File: src/rtl/fb_pkg.sv
// Shared types and default geometry for the frame-buffer write stage.
package fb_pkg;

    localparam int FB_WIDTH_DEF  = 320;
    localparam int FB_HEIGHT_DEF = 180;
    localparam int FB_ADDR_W     = 1 + $clog2(FB_WIDTH_DEF * FB_HEIGHT_DEF);

    typedef struct packed {
        logic [4:0] r;
        logic [5:0] g;
        logic [4:0] b;
    } rgb565_t;

    typedef enum logic {
        RUN       = 1'b0,
        WAIT_SWAP = 1'b1
    } fb_state_e;

    // Truncates each {R,G,B} byte of the renderer word to its RGB565 field.
    function automatic rgb565_t to_rgb565(input logic [23:0] rgb);
        rgb565_t p;
        p.r = rgb[23:19];
        p.g = rgb[15:10];
        p.b = rgb[7:3];
        return p;
    endfunction

endpackage

File: src/rtl/fb_writer.sv
// Packs renderer pixels to RGB565 and writes them into a double-buffered frame
// buffer, stalling the renderer after each frame until display vsync swaps banks.
module fb_writer
    import fb_pkg::*;
#(
    parameter int FB_WIDTH  = FB_WIDTH_DEF,
    parameter int FB_HEIGHT = FB_HEIGHT_DEF,
    parameter int ADDR_W    = FB_ADDR_W
) (
    input  logic              aclk,
    input  logic              aresetn,
    input  logic [23:0]       pixel_axis_tdata,
    input  logic              pixel_axis_tvalid,
    output logic              pixel_axis_tready,
    input  logic [10:0]       hcount_in,
    input  logic [9:0]        vcount_in,
    input  logic              vsync_in,
    output logic [ADDR_W-1:0] fb_addr,
    output logic [15:0]       fb_din,
    output logic              fb_we,
    output logic              write_bank,
    output logic              display_bank,
    output logic              frame_done,
    output logic [15:0]       dropped_count
);

    localparam int IDX_W = ADDR_W - 1;

    fb_state_e         state_q;
    logic [ADDR_W-1:0] addr_q;
    logic [15:0]       din_q;
    logic              we_q;
    logic              write_bank_q;
    logic              display_bank_q;
    logic              frame_done_q;
    logic [15:0]       dropped_q;

    logic              accept;
    logic              in_range;
    logic              last_pix;
    logic [IDX_W-1:0]  pix_idx_d;
    rgb565_t           din_d;

    // Ready is a pure decode of registered state, never of tvalid.
    assign pixel_axis_tready = (state_q == RUN);
    assign accept            = pixel_axis_tvalid && pixel_axis_tready;

    assign in_range = (hcount_in < 11'(FB_WIDTH)) && (vcount_in < 10'(FB_HEIGHT));
    assign last_pix = (hcount_in == 11'(FB_WIDTH - 1)) && (vcount_in == 10'(FB_HEIGHT - 1));

    // Row-major index, full width so no product bits are lost.
    assign pix_idx_d = IDX_W'(vcount_in) * IDX_W'(FB_WIDTH) + IDX_W'(hcount_in);
    assign din_d     = to_rgb565(pixel_axis_tdata);

    always_ff @(posedge aclk or negedge aresetn) begin
        if (!aresetn) begin
            state_q        <= RUN;
            addr_q         <= '0;
            din_q          <= '0;
            we_q           <= 1'b0;
            write_bank_q   <= 1'b1;
            display_bank_q <= 1'b0;
            frame_done_q   <= 1'b0;
            dropped_q      <= '0;
        end else begin
            we_q         <= 1'b0;
            frame_done_q <= 1'b0;
            case (state_q)
                RUN: begin
                    if (accept) begin
                        if (in_range) begin
                            we_q   <= 1'b1;
                            addr_q <= {write_bank_q, pix_idx_d};
                            din_q  <= din_d;
                        end else if (dropped_q != 16'hFFFF) begin
                            dropped_q <= dropped_q + 16'd1;
                        end
                        if (last_pix) begin
                            frame_done_q <= 1'b1;
                            state_q      <= WAIT_SWAP;
                        end
                    end
                end
                WAIT_SWAP: begin
                    if (vsync_in) begin
                        write_bank_q   <= ~write_bank_q;
                        display_bank_q <= write_bank_q;
                        state_q        <= RUN;
                    end
                end
                default: state_q <= RUN;
            endcase
        end
    end

    assign fb_addr       = addr_q;
    assign fb_din        = din_q;
    assign fb_we         = we_q;
    assign write_bank    = write_bank_q;
    assign display_bank  = display_bank_q;
    assign frame_done    = frame_done_q;
    assign dropped_count = dropped_q;

endmodule

File: config.mk
export PLATFORM = sky130hd
export DESIGN_NAME = fb_writer
export DESIGN_NICKNAME = d
export VERILOG_FILES = /design/src/rtl/fb_pkg.sv /design/src/rtl/fb_writer.sv
export SDC_FILE = /design/constraint.sdc
export NUM_CORES = 1
export LEC_CHECK = 0
export CAP_MARGIN = 15
export CORE_ASPECT_RATIO = 1.4
export CORE_UTILIZATION = 45
export CTS_CLUSTER_DIAMETER = 120
export DETAILED_ROUTE_END_ITERATION = 12
export PLACE_DENSITY = 0.89
export RECOVER_POWER = 25
export SLEW_MARGIN = 20
export SYNTH_ARGS = -nofsm -noshare
export SYNTH_HDL_FRONTEND = slang
export SYNTH_SLANG_ARGS = --single-unit
File: constraint.sdc
create_clock -name aclk -period 2.2 [get_ports aclk]
set_input_delay 0.44 -clock aclk [delete_from_list [all_inputs] [get_ports aclk]]
set_output_delay 0.44 -clock aclk [all_outputs]
set_load 0.01 [all_outputs]
==> run metrics <==
status=complete, no violations; Post-DRT Antenna Nets=0; worst hold path class=input port to asynchronous set/reset pin; pin count of the biggest net entering global routing=27; Max VDD drop=0.333 mV; Crit. End Element=flop; CP startpoint=vcount_in[3]; CP peak stage delay=0.48 ns; Worst Path Required=around 2.4 ns; clk_lat worst skew=between 0.3 and 0.4 ns; Slew headroom=27.3%; Pwr Total=roughly 3200 uW; Peak Freq=460 MHz; ys flop type=dfrtp_1; YS warnings=0; syn_nets=353; WL/cell=16.1 um; fin crit period=about 2.2 ns; crit share post-route=98.7%; Die H=96.6 um; Synth Instances=283; Core Rows=34; share of cells above drive strength 1=between 20% and 30%; Distinct cells, synth=50; GR Overflow Total=0; Final Hold Viols=0; initial antenna violation count=0; Ant. Diodes=0; post-route setup TNS=0 ns; leakage=0.00208 uW; CP Launch Type=input port; Adder-Cell Fraction of Synth Area=under 10%; crit path cell chain=buf_8 > ha_4 > ha_4 > fa_2 > ha_4 > a21boi_4 > o2111ai_2 > xor2_1 > o21ai_1; setup violators final=0; post-synthesis average cell area=between 10 and 15 um2; post-place setup slack=-0.765 ns; Max clock buf depth=2; max-cap violations=0; vias per inst=5.33; CTS Hold Bufs=0; post-synthesis sequential element count=54; GP Congestion=approximately 0.94; simple-gate share of the synthesized area=roughly 20%; data arrival time of the critical path=about 2.4 ns; Most common cell on crit path=ha_4; fin util=72.8%; IO Count=103; slowest CP cell=fa_2; Mapped Area=2880 um2; Post-synth EDFFs=0; 1st-iter DRT viols=126; die area=around 6700 um2; post-route setup slack=0.0282 ns; sequential fraction of the synthesis area=47.0%; largest family of logic cells by synthesized area=simple AND/OR/NAND/NOR gates; RSZ-0062 raised after global routing=yes; WL final=7970 um; Synth Area in Compound Gates=9.60%; clock sinks=54; clock-pin slew on the worst setup and hold paths=~0.11 ns; htree depth=2; Power Density=between 700 and 800 nW/um2; XOR/XNOR share of the synthesized area=8.21%; GR Util All Layers=23.9%; Clock Tree Root=clkbuf_8; area added between synthesis and finish=57.1%; Slew Limit Fails=0; Remaining DRCs=0; Initial DRT Pass Iterations=4; proportion of synthesized area in mux cells=3.13%; worst-margin pin slew=1.09 ns; launching point of the worst reg2reg path=dropped_count[7]$_DFFE_PN0P_; Starting Density=46.4%; Die W=between 60 and 70 um; CTS buffer count=5; buffers added on ports=94; Core Area=6210 um2; first-pass GRT wire length=12,800 um; nets@finish=between 400 and 500; CTS tree=built; Detailed Place HPWL=5970 um; Final Skew=0.0107 ns; worst-path maximum fanout=3; vias in the first global route=2,727; vias post-DR=2,645; Async SR Flop Fraction=between 90% and 100%; Crit Path Class=input port to flop
## path summary, 6_finish.rpt
kind	to	slack, ns	depth (start not counted)
worst max register to register	dropped_count[1]$_DFFE_PN0P_	0.29	5
worst min register to register	fb_din[8]$_DFFE_PN0P_	0.48	2
min in group aclk	fb_din[8]$_DFFE_PN0P_	0.48	2
max in group asynchronous	dropped_count[15]$_DFFE_PN0P_	0.59	2
worst max-delay path	fb_addr[14]$_DFFE_PN0P_	0.03	9
worst min-delay path	display_bank$_DFFE_PN0P_	0.30	1
## routing by layer
layer	up-vias	GRT usage (%)	wire length, um
li1	1248	-	-
met1	1280	26.2	3000
met2	95	45.0	4390
met3	22	3.33	339
met4	0	10.0	245
met5	-	0	0
## critical path, delay by kind of cell
kind	cells	cell delay, ns
fa+ha+maj	4	1.19
buf+inv	1	0.10
compound gates	3	0.48
xor+xnor	1	0.19
## report_power, final
part           switching (uW)  internal, uW  total [uW]
Sequential                158          1190        1350
Combinational             562           762        1320
Clock                     342           231         573
Total                    1060          2190        3250
## synthesized netlist by cell type (4+ instances only)
library cell   n  share of area, %
o21ai_1        4              0.70
xor2_1        14               4.3
inv_1         10               1.3
and3_1         5               1.1
ha_1          19               8.3
dfrtp_1       53                46
mux2_2         7               2.7
o21ai_0       12               2.1
nand2_1       69               9.0
nor2_1        11               1.4
a21oi_1        7               1.2
xnor2_1       13               4.0
nor3_2         4               1.4
nand3_1       10               1.7
## cell usage in the layout (no fill, tap or decap), types with 7 or more instances in the layout
master	n
inv_1	10
buf_4	40
mux2_2	7
nand2_1	69
xor2_1	14
xnor2_1	13
ha_4	13
dfrtp_1	53
o21ai_0	7
nand3_1	10
clkdlybuf4s50_1	82
o21ai_1	8
nor2_1	11
## per-stage QoR
| stage | hold WS [ns] | area, um2 | instances |
|---|---|---|---|
| after CTS | 0.0743 | 4450 | 494 |
| final | 0.304 | 4520 | 496 |
| after detailed placement | 0.419 | 4280 | 486 |
| after global routing | 0.404 | 4520 | 496 |
| after global placement | 0.413 | 4280 | 486 |
| after floorplan | 0.144 | 2950 | 283 |
## what timing repair did
action / 4_1_cts / 5_1_grt
buffers inserted: 0 / 2
endpoints found under the setup margin: 6 / 5
cloned: 0 / 0
resized for setup: 34 / 22
pin swaps: 9 / 10
## logic make-up after synthesis
logic type	after synthesis
AO/OA/AOI/OAI	40
XOR/XNOR	27
adder cells (fa/ha/maj)	21
buffers and inverters	16
flip-flops	54
multiplexers	8
AND/OR/NAND/NOR	117
## layout make-up
class | instances | area [um2]
flip-flops and latches | 54 | 1350
inverters | 11 | 41.3
clock buffers | 5 | 68.8
multi-input cells | 213 | 1670
well taps | 72 | 90.1
repair buffers | 138 | 1270
fillers | 439 | 1690
clock inverters | 3 | 25.0
## sequential cells by signal, summed over array words and instances, names as in the netlist
register / cells
fb_addr: 17
dropped_count: 16
fb_din: 16
display_bank: 1
fb_we: 1
frame_done: 1
state_q: 1
write_bank: 1
No activity file was read; power rests on OpenSTA's default activity.
